<file path="src/rtl/jk_q_monitor_if.sv">
// Signal bundle between a JK flip-flop Q source and its activity monitor.
// The source drives q/clr. The monitor answers with registered status.
interface jk_q_monitor_if #(
  parameter int CNT_W = 8
);
  logic             q;
  logic             clr;
  logic             level;
  logic             rise;
  logic             fall;
  logic [CNT_W-1:0] toggles;
  logic [CNT_W-1:0] run_len;
  logic             stuck;
  logic [1:0]       state;

  // Handshake: there is no valid/ready. q and clr are sampled on every rising
  // edge of clk. Every status signal is a register that updates on that edge.
  modport master (
    output q, clr,
    input  level, rise, fall, toggles, run_len, stuck, state
  );

  modport slave (
    input  q, clr,
    output level, rise, fall, toggles, run_len, stuck, state
  );
endinterface

</file>
<file path="src/rtl/jk_q_monitor.sv">
// Watches the Q output of a JK flip-flop. It reports edges, counts toggles and
// run length, and flags a Q that has not moved for STUCK_LIMIT cycles.
module jk_q_monitor #(
  parameter int CNT_W       = 8,
  parameter int STUCK_LIMIT = 16
) (
  input  logic         clk,
  input  logic         rst,
  jk_q_monitor_if.slave mon
);

  typedef enum logic [1:0] {
    ST_INIT  = 2'b00,
    ST_LOW   = 2'b01,
    ST_HIGH  = 2'b10,
    ST_STUCK = 2'b11
  } state_t;

  localparam logic [CNT_W-1:0] CNT_MAX   = '1;
  localparam logic [CNT_W-1:0] CNT_ONE   = CNT_W'(1);
  localparam logic [CNT_W-1:0] LIMIT_VAL = CNT_W'(STUCK_LIMIT);

  state_t           r_state;
  logic             r_level;
  logic             r_rise;
  logic             r_fall;
  logic [CNT_W-1:0] r_toggles;
  logic [CNT_W-1:0] r_run_len;
  logic             r_stuck;

  state_t           w_state_nxt;
  logic             w_level_nxt;
  logic             w_rise_nxt;
  logic             w_fall_nxt;
  logic [CNT_W-1:0] w_toggles_nxt;
  logic [CNT_W-1:0] w_run_len_nxt;
  logic             w_change;
  logic [CNT_W-1:0] w_toggles_inc;
  logic [CNT_W-1:0] w_run_len_inc;

  always_comb begin
    w_change      = (mon.q != r_level);
    w_toggles_inc = (r_toggles == CNT_MAX) ? r_toggles : r_toggles + CNT_ONE;
    w_run_len_inc = (r_run_len == CNT_MAX) ? r_run_len : r_run_len + CNT_ONE;

    w_state_nxt   = r_state;
    w_level_nxt   = mon.q;
    w_rise_nxt    = 1'b0;
    w_fall_nxt    = 1'b0;
    w_toggles_nxt = r_toggles;
    w_run_len_nxt = r_run_len;

    case (r_state)
      // The first edge only loads level. There is no previous value to compare against.
      ST_INIT: begin
        w_state_nxt = mon.q ? ST_HIGH : ST_LOW;
      end
      default: begin
        if (w_change) begin
          // A change beats clr. The clear applies first, so this edge counts as toggle 1.
          w_state_nxt   = mon.q ? ST_HIGH : ST_LOW;
          w_rise_nxt    = mon.q;
          w_fall_nxt    = ~mon.q;
          w_toggles_nxt = mon.clr ? CNT_ONE : w_toggles_inc;
          w_run_len_nxt = '0;
        end else if (mon.clr) begin
          w_toggles_nxt = '0;
          w_run_len_nxt = '0;
        end else begin
          w_run_len_nxt = w_run_len_inc;
          if (r_state != ST_STUCK && w_run_len_inc == LIMIT_VAL) begin
            w_state_nxt = ST_STUCK;
          end
        end
      end
    endcase
  end

  always_ff @(posedge clk) begin
    if (rst) begin
      r_state   <= ST_INIT;
      r_level   <= 1'b0;
      r_rise    <= 1'b0;
      r_fall    <= 1'b0;
      r_toggles <= '0;
      r_run_len <= '0;
      r_stuck   <= 1'b0;
    end else begin
      r_state   <= w_state_nxt;
      r_level   <= w_level_nxt;
      r_rise    <= w_rise_nxt;
      r_fall    <= w_fall_nxt;
      r_toggles <= w_toggles_nxt;
      r_run_len <= w_run_len_nxt;
      r_stuck   <= (w_state_nxt == ST_STUCK);
    end
  end

  assign mon.level   = r_level;
  assign mon.rise    = r_rise;
  assign mon.fall    = r_fall;
  assign mon.toggles = r_toggles;
  assign mon.run_len = r_run_len;
  assign mon.stuck   = r_stuck;
  assign mon.state   = r_state;

endmodule

</file>
<file path="src/flat_wrapper.sv">
// flat-port wrapper written by rule: the top's interface ports become plain ports
module jk_q_monitor_flat 
#(
  parameter int CNT_W       = 8,
  parameter int STUCK_LIMIT = 16
)
  (clk, rst, mon_q, mon_clr, mon_level, mon_rise, mon_fall, mon_toggles, mon_run_len, mon_stuck, mon_state);
  jk_q_monitor_if #(.CNT_W(CNT_W)) mon_i ();
  input  logic clk;
  input  logic rst;
  input wire logic [$bits(mon_i.q)-1:0] mon_q;
  input wire logic [$bits(mon_i.clr)-1:0] mon_clr;
  output wire logic [$bits(mon_i.level)-1:0] mon_level;
  output wire logic [$bits(mon_i.rise)-1:0] mon_rise;
  output wire logic [$bits(mon_i.fall)-1:0] mon_fall;
  output wire logic [$bits(mon_i.toggles)-1:0] mon_toggles;
  output wire logic [$bits(mon_i.run_len)-1:0] mon_run_len;
  output wire logic [$bits(mon_i.stuck)-1:0] mon_stuck;
  output wire logic [$bits(mon_i.state)-1:0] mon_state;
  assign mon_i.q = mon_q;
  assign mon_i.clr = mon_clr;
  assign mon_level = mon_i.level;
  assign mon_rise = mon_i.rise;
  assign mon_fall = mon_i.fall;
  assign mon_toggles = mon_i.toggles;
  assign mon_run_len = mon_i.run_len;
  assign mon_stuck = mon_i.stuck;
  assign mon_state = mon_i.state;
  jk_q_monitor #(.CNT_W(CNT_W), .STUCK_LIMIT(STUCK_LIMIT)) u_core (.clk(clk), .rst(rst), .mon(mon_i));
endmodule
</file>
<file path="config.mk">
export PLATFORM = sky130hd
export DESIGN_NAME = jk_q_monitor_flat
export DESIGN_NICKNAME = d
export VERILOG_FILES = /design/src/rtl/jk_q_monitor_if.sv /design/src/rtl/jk_q_monitor.sv /design/src/flat_wrapper.sv
export SDC_FILE = /design/constraint.sdc
export NUM_CORES = 1
export LEC_CHECK = 0
export CORE_ASPECT_RATIO = 0.5
export CORE_MARGIN = 2
export CORE_UTILIZATION = 44
export DETAILED_ROUTE_END_ITERATION = 8
export HOLD_SLACK_MARGIN = 0.06
export PLACE_DENSITY = 0.74
export RECOVER_POWER = 25
export SETUP_SLACK_MARGIN = 0.15
export SYNTH_ARGS = -nofsm -noshare
export SYNTH_HDL_FRONTEND = slang
export SYNTH_SLANG_ARGS = --single-unit
</file>
<file path="constraint.sdc">
create_clock -name clk -period 2.5 [get_ports clk]
set_input_delay 0.75 -clock clk [delete_from_list [all_inputs] [get_ports clk]]
set_output_delay 0.75 -clock clk [all_outputs]
set_load 0.03 [all_outputs]
</file>
Word-level counts from Yosys, hierarchy flattened
Index checks and enable logic that the tools add are counted.

Register bits after elaboration: 22. Input port bits: 4. Output and inout bits: 22. Word-level logic and storage cells: 36.

Add/subtract/negate cells: 2. Equality and inequality tests: 7. Multiplexer cells: 12. Bitwise logic cells: 3. Reductions and logical operators: 5.

Operators with widths (count): $mux W8 (7); $add A8 B1 Y8 const B (2); $eq A8 B8 Y1 const B (2); $mux W2 (5); $eq A8 B5 Y1 const B (1); $ne A2 B2 Y1 const B (2); $not A1 Y1 (3); $reduce_and A3 Y1 (1); $reduce_or A3 Y1 (1); $eq A2 B2 Y1 const B (1); $logic_not A2 Y1 (1); $reduce_bool A2 Y1 (1); $logic_and A1 B1 Y1 (1); $ne A1 B1 Y1 (1).

Longest topological paths before layout
Gate-level depths: netlist of run 1.

Word-level depth: 9. Gate-level depth with buffers: 7. Mapped depth without buffers: 6.

Worst setup path after synthesis of run 1
No wires, ideal clock.

Path kind: flip-flop to flip-flop. Start point: register u_core.r_run_len[0], in the netlist u_core.mon.run_len[0]. End point: register u_core.r_state[0], in the netlist u_core.mon.state[0]. Setup time: 0.134 ns. Arrival: 1.796 ns. Data required time: 2.366 ns. Slack: 0.570 ns. Cell stages (with the launch flop): 8. Path buffers: 1. Period minus slack after synthesis: 1.930 ns. Cell sequence: dfxtp_1 ha_1 and4_1 buf_6 and4_1 o221a_2 a211oi_2 a211oi_1.

Word-level cells in the longest chain between the ends: 8. Elaborated cells on any way between the ends: 9. Classes of those cells: add/sub: 1; eq/ne: 2; mux: 5; reduce/logical: 1.

RTL lines: start, declared (line jk_q_monitor.sv:28) `logic [CNT_W-1:0] r_run_len;`; start signal, assigned (line jk_q_monitor.sv:94) `r_run_len <= w_run_len_nxt;`; $add A8 B1 Y8 / $eq A8 B8 Y1 (equally long branches) (line jk_q_monitor.sv:44) `w_run_len_inc = (r_run_len == CNT_MAX) ? r_run_len : r_run_len + CNT_ONE;`; $mux W8 (*) (line jk_q_monitor.sv:44); $eq A8 B5 Y1 (*) (line jk_q_monitor.sv:71) `if (r_state != ST_STUCK && w_run_len_inc == LIMIT_VAL) begin`; $logic_and A1 B1 Y1 (*) (line jk_q_monitor.sv:71); $mux W2 (*) (line jk_q_monitor.sv:71); $mux W2 (*) (line jk_q_monitor.sv:66) `end else if (mon.clr) begin`; $mux W2 (*) (line jk_q_monitor.sv:59) `if (w_change) begin`; $mux W2 (*) (line jk_q_monitor.sv:53) `case (r_state)`; end signal, assigned (line jk_q_monitor.sv:89) `r_state <= w_state_nxt;`; end, declared (line jk_q_monitor.sv:23) `state_t r_state;`.

Mark *: on every way between the ends. The rest lies on a longest branch, timed or not. A chain may end at the register's enable or synchronous reset.

Final worst setup path of run 1
Start point: input mon_q. End point: register u_core.r_toggles[5], in the netlist u_core.mon.toggles[5].

Word-level cells in the longest chain between the ends: 3. Elaborated cells on any way between the ends: 4. Classes of those cells: eq/ne: 1; mux: 1; reduce/logical: 2.

RTL lines: start, declared (line flat_wrapper.sv:11) `input wire logic [$bits(mon_i.q)-1:0] mon_q;`; $ne A1 B1 Y1 (*) (line jk_q_monitor.sv:42) `w_change = (mon.q != r_level);`; $reduce_bool A2 Y1 (no source line); $reduce_and A3 Y1 (no source line); end signal, assigned (line jk_q_monitor.sv:93) `r_toggles <= w_toggles_nxt;`; end, declared (line jk_q_monitor.sv:27) `logic [CNT_W-1:0] r_toggles;`.

Marked as above.

==> results.sh, run 1 <==
export IMPL_place_area_um2=1480
export IMPL_io_buffers=25
export IMPL_critical_path_endpoint="u_core.mon.toggles[5]"
export IMPL_yosysSeqAreaShare_pct=36.9
export IMPL_wire_length_of_the_first_global_routing_pass_um=4710
export IMPL_clk_pin_slew_ns=0.08
export IMPL_static_leakage_power_nw=0.537
export IMPL_route_antenna_remaining_nets=0
export IMPL_postRouteWirelength_um=2980
export IMPL_n_fill_cell=238
export IMPL_fp_dieH_um=40.8
export IMPL_timing_critical_path_fanout_max=6
export IMPL_max_cap_viols=0
export IMPL_drive_gt1_share_pct=9.58
export IMPL_crit_type="in2reg"
export IMPL_synth_distinct_cells=44
export IMPL_mostFrequentLayoutCell="sky130_fd_sc_hd__dfxtp_1"
export IMPL_top_signal_layer_used="met4"
export IMPL_worst_r2r_setup_slack_ns=0.58
export IMPL_multi_input_area_um2=697
export IMPL_ys_ff_latch=22
export IMPL_tritoncts="done"
export IMPL_placement_setup_worst_slack_ns=-0.0204
export IMPL_status="completed"
export IMPL_maximum_clock_frequency_mhz=434
export IMPL_wl_met1_um=1370
export IMPL_dp_cells=200
export IMPL_max_vdd_ir_drop_uv=249
export IMPL_drt_pass1_iterations=4
export IMPL_rows=13
export IMPL_finalWeightedCongestion=0.869
export IMPL_finalInstanceArea_um2=1550
export IMPL_fin_worst_hold_slack_ns=0.534
export IMPL_synth_edf_count=0
export IMPL_routed_via_count=1204
export IMPL_synth_area_um2=1190
export IMPL_tns_ns=0
export IMPL_grt_start_max_net_pins=15
export IMPL_post_route_util_pct=59.9
export IMPL_timing_critical_path_from_type="input pin"
export IMPL_grt_pass1_vias=1018
export IMPL_fin_total_pwr_mw=0.808
export IMPL_worstPathRequired_ns=2.70
export IMPL_startpoint="mon_q"
export IMPL_route_met3_wl_um=142
export IMPL_floorplan_die_area_um2=3170
export IMPL_antenna_diode_count=0
export IMPL_clock_tree_root_cell="sky130_fd_sc_hd__clkbuf_8"
export IMPL_fraction_of_registers_with_async_set_or_reset_after_synthesis_pct=0
export IMPL_grt_antenna_before_repair=0
export IMPL_remaining_drc_errors=0
export IMPL_clock_sinks=22
export IMPL_min_path_type="reg2reg"
export IMPL_cts_buffers=3
export IMPL_overflow=0
export IMPL_post_route_worst_setup_slack_ns=0.196
export IMPL_clockBufferDepth=2
export IMPL_fin_cells=204
export IMPL_critical_path_reg2reg_endpoint="u_core.mon.state[0]"
export IMPL_dieWidth_um=77.7
export IMPL_synthesized_nets=146
export IMPL_detail_route_iter0_violations=39
export IMPL_pd_cells_nw_per_um2=521
export IMPL_final_nets=174
export IMPL_area_growth_syn_to_layout_pct=29.9
export IMPL_route_met2_wl_um=1450
export IMPL_rsz0062_at_grt="no"
export IMPL_post_synth_cell_area_avg_um2=8.53
export IMPL_clock_tree_htree_level_count=1
export IMPL_finalClockSkew_ns=0.00322
export IMPL_mostFrequentLayoutCells="sky130_fd_sc_hd__dfxtp_1, sky130_fd_sc_hd__clkdlybuf4s50_1, sky130_fd_sc_hd__nor2_1"
export IMPL_insertion_delay_ns=0.27
export IMPL_final_hold_viol_count=0
export IMPL_worst_slew_margin_rel_pct=63.6
export IMPL_wl_per_cell_um=14.6
export IMPL_ff_latch_area_um2=440
export IMPL_initial_utilization_pct=46.2
export IMPL_cp_end_kind="flop"
export IMPL_synth_warnings=0
export IMPL_layout_min_cycle_time_ns=2.30
export IMPL_regToRegStartpoint="u_core.mon.run_len[1]"
export IMPL_grt_util_all_layers_pct=19.6
export IMPL_worst_slew_pin_transition_ns=0.544
export IMPL_dpl_hpwl_um=2090
export IMPL_setup_violations=0
export IMPL_via_per_inst=5.90
export IMPL_floorplan_io_pins=26
export IMPL_final_max_slew_viol_count=0
export IMPL_final_period_utilization_pct=92.1
export IMPL_timing_critical_path_arrival_ns=2.51
export IMPL_synth_cells=140
export IMPL_core_area_um2=2590
export IMPL_rr_worst_depth=6
export IMPL_ys_flop_type="sky130_fd_sc_hd__dfxtp_1"
sequential cells by signal, indices dropped and copies added (netlist names):
register / cells
u_core.mon.level: 1
u_core.mon.fall: 1
u_core.mon.rise: 1
u_core.mon.state: 2
u_core.mon.run_len: 8
u_core.mon.toggles: 8
u_core.mon.stuck: 1
cells by family after synthesis:
logic type | Yosys count | share of synthesized area [%]
xor+xnor | 6 | 4.40
buf+inv | 9 | 4.61
flops | 22 | 36.9
mux | 1 | 0.943
simple gates | 58 | 26.2
fa+ha+maj | 2 | 2.10
compound gates | 42 | 24.8
routing by layer:
layer | global-route usage, % | up-vias
li1 | - | 586
met1 | 24.6 | 568
met2 | 34.1 | 48
met3 | 5.95 | 2
met4 | 5.80 | 0
met5 | 0 | -
layout make-up:
type / count / area share, %
Multi-Input combinational cell: 109 / 45.0
Sequential cell: 22 / 28.4
Timing Repair Buffer: 31 / 18.8
Tap cell: 37 / 2.99
Clock buffer: 3 / 2.66
Clock inverter: 1 / 1.94
Inverter: 1 / 0.242
critical path, stage by stage:
cell and delay (ns):
sky130_fd_sc_hd__dlygate4sd3_1 0.60, sky130_fd_sc_hd__xnor2_1 0.18, sky130_fd_sc_hd__a41oi_1 0.27, sky130_fd_sc_hd__o21ai_2 0.13
sky130_fd_sc_hd__or4_1 0.42, sky130_fd_sc_hd__a21oi_1 0.16
cells in the mapped netlist, drive strengths merged, types with 2 or more instances:
cell type  number  area, um2
dfxtp          22        440
nor2           16       60.1
a21oi          14       70.1
nand2          10       37.5
nor3            8       45.0
buf             5       40.0
nand3           5       25.0
xor2            5       43.8
and4            4       35.0
o21ai           4       23.8
a31oi           3       18.8
a41oi           3       33.8
clkbuf          3       11.3
nor3b           3       22.5
o211ai          3       22.5
o31ai           3       22.5
a211oi          2       20.0
a21o            2       15.0
a2bb2oi         2       17.5
and3            2       12.5
ha              2       25.0
nand4           2       12.5
or4             2       15.0
power breakdown:
part / internal, mW / total, mW / switching [mW]
sequential: 0.357 / 0.365 / 0.00854
combinational: 0.0414 / 0.107 / 0.0657
clock: 0.214 / 0.336 / 0.122
what timing repair did:
item,in CTS,in global routing
hold endpoints to repair,0,0
setup endpoints to repair,0,6
resized for setup,0,1
hold buffers,0,0
buffers inserted,0,0
worst min-delay path by stage:
| stage | slack [ns] | cells past startpoint | end | startpoint |
|---|---|---|---|---|
| 2_1_floorplan | 0.61 | 2 | u_core.mon.toggles[5] | u_core.mon.toggles[5] |
| 3_3_place_gp | 0.50 | 2 | u_core.mon.toggles[5] | u_core.mon.toggles[5] |
| 3_5_place_dp | 0.51 | 2 | u_core.mon.run_len[0] | u_core.mon.run_len[0] |
| 4_1_cts | 0.53 | 2 | u_core.mon.run_len[0] | u_core.mon.run_len[0] |
| 5_1_grt | 0.58 | 2 | u_core.mon.run_len[0] | u_core.mon.run_len[0] |
| 6_report | 0.53 | 2 | u_core.mon.run_len[0] | u_core.mon.run_len[0] |
(Power assumes the default switching activity.)
==> run 2, diff against run 1 <==
- CAP_MARGIN: default -> 40
- GPL_ROUTABILITY_DRIVEN: default -> 0
- SKIP_CTS_REPAIR_TIMING: default -> 1
==> results of run 2 <==
Same layout as run 1: the final DEF is identical, and so are final timing and power.
==> RTL edit, RTL diff (settings of run 1) <==
`CNT_W` is set to 8 in 3 places; all go to 7.
--- a/src/rtl/jk_q_monitor_if.sv
+++ b/src/rtl/jk_q_monitor_if.sv
@@ -1,7 +1,7 @@
 // Signal bundle between a JK flip-flop Q source and its activity monitor.
 // The source drives q/clr. The monitor answers with registered status.
 interface jk_q_monitor_if #(
-  parameter int CNT_W = 8
+  parameter int CNT_W = 7
 );
   logic             q;
   logic             clr;
--- a/src/rtl/jk_q_monitor.sv
+++ b/src/rtl/jk_q_monitor.sv
@@ -1,7 +1,7 @@
 // Watches the Q output of a JK flip-flop. It reports edges, counts toggles and
 // run length, and flags a Q that has not moved for STUCK_LIMIT cycles.
 module jk_q_monitor #(
-  parameter int CNT_W       = 8,
+  parameter int CNT_W       = 7,
   parameter int STUCK_LIMIT = 16
 ) (
   input  logic         clk,
--- a/src/flat_wrapper.sv
+++ b/src/flat_wrapper.sv
@@ -1,7 +1,7 @@
 // flat-port wrapper written by rule: the top's interface ports become plain ports
 module jk_q_monitor_flat 
 #(
-  parameter int CNT_W       = 8,
+  parameter int CNT_W       = 7,
   parameter int STUCK_LIMIT = 16
 )
   (clk, rst, mon_q, mon_clr, mon_level, mon_rise, mon_fall, mon_toggles, mon_run_len, mon_stuck, mon_state);
Ports: changed (resized mon_run_len and mon_toggles); port bits go from 26 to 24. The function was not compared with the original's and may differ.
==> RTL edit against run 1 <==
Cell area is 11% lower; clock skew barely moved; power is 14% lower; largest cell class unchanged; largest power group unchanged; sequential power fell by 7.9%; count of clock-buffer cells in the layout grew 1; die area shrank 12%; routed wire length is 19% lower; fmax grew 1.4%; area after synthesis shrank 13%; setup slack gained 0.031 ns; sequential cell count shrank 2; final cell count decreased by 13%.
==> RTL edit: results (changes against run 1) <==
[outcome]
outcome = finished, final reports clean

[placed_design]
portBuffers = 23  ; -8.0%
placed_area_um2 = 1330  ; -11%
dpl.hpwl_um = 1670  ; -20%
gp_congestion = 0.799  ; -8.0%

[logic_synthesis]
synth_top_cells_by_count = 20 x dfxtp_1, 15 x nor2_1, 10 x a21oi_1, 9 x nand2_1, 7 x nand3_1
synth-adder-area-share = 0.0242  ; +0.00319
ys_seq_area_frac = 0.386  ; +0.0175
synthTopCellsByArea = dfxtp_1 39%, nor2_1 5.4%, a21oi_1 4.8%
synth-compound-area-share = 0.199  ; -0.0492
synth.distinct_cells = 37  ; -16%
synth-xor-area-share = 0.0507  ; +0.00670
syn_nets = 128  ; -12%
muxShareOfSynthArea = 0.0290  ; +0.0196

[power_and_ir_drop]
leakagePower_nw = 0.501  ; -6.7%
vdd_drop_max_mv = 0.246  ; -1.2%
pg_clk_mw = 0.249  ; -26%
p_sw_mw = 0.181  ; -7.9%
p_clk_frac = 0.359  ; -0.057
powerSeq_mw = 0.336  ; -7.9%

[critical_path]
reg2regPathDepth = 5  ; -1
worstReg2RegEnd = u_core.mon.state[1]
path_max_fanout = 9  ; +3
reg2reg_slack_ns = 0.72  ; +0.14 ns
endpoint = u_core.mon.run_len[1]
cp.arrival_ns = 2.46  ; -0.05 ns
crit_start = mon_q
regToRegStartpoint = u_core.mon.run_len[2]

[global_routing]
grt_pass1_wl_um = 4030  ; -14%
grt_start_max_net_pins = 16  ; +1
grtUsageMet2 = 0.309  ; -0.0314
grtUsageMet1 = 0.260  ; +0.0141
grt_util_all_layers = 0.194  ; -0.00197
grt_pass1_vias = 859  ; -16%
use_met3 = 0.0553  ; -0.00421

[hold_path]
hold_depth = 2  ; unchanged
min_from = u_core.mon.run_len[1]
hold_end = u_core.mon.run_len[1]

[clock_network]
root_buffer = clkbuf_8
cts_buffers = 3  ; unchanged
htree_num_levels = 1  ; unchanged

[final_layout]
nNetsFinal = 157  ; -9.8%
layout-drive-gt1-share = 0.0867  ; -0.00914

[detailed_routing]
wl_met2_um = 1040  ; -28%
met1Wirelength_um = 1190  ; -13%
vias_per_cell = 5.63  ; -4.6%
wl_um = 2400  ; -19%
dr_wl_met3_um = 137  ; -3.5%
drt_iter0_drc = 65  ; +67%

[timing]
fin_skew_ns = 0.00368  ; +0.000459 ns
tightest_slew_ns = 0.611  ; +0.0669 ns

-- RTL edit: cell types whose count changed in the layout (fill, tap and decap cells not counted), moves of 3 or more --
cell	delta
a21oi_1	-4
inv_1	+3
mux2i_1	+3
nor3b_1	-3
o211ai_1	-3
o31ai_1	-3
-- RTL edit: metrics by stage --
step	hold WS, ns	instances	setup WS (ns)
2_1_floorplan	0.596	122	0.383
3_3_place_gp	0.476	174	0.0932
3_5_place_dp	0.496	174	0.0530
4_1_cts	0.507	178	0.279
5_1_grt	0.530	178	0.110
6_report	0.500	178	0.228
-- RTL edit: layout make-up --
| class | count | area, µm² |
|---|---|---|
| Fill cell | 212 | 850 |
| Sequential cell | 20 | 400 |
| Inverter | 4 | 15.0 |
| Tap cell | 28 | 35.0 |
| Clock buffer | 4 | 55.1 |
| Multi-Input combinational cell | 93 | 596 |
| Timing Repair Buffer | 29 | 272 |
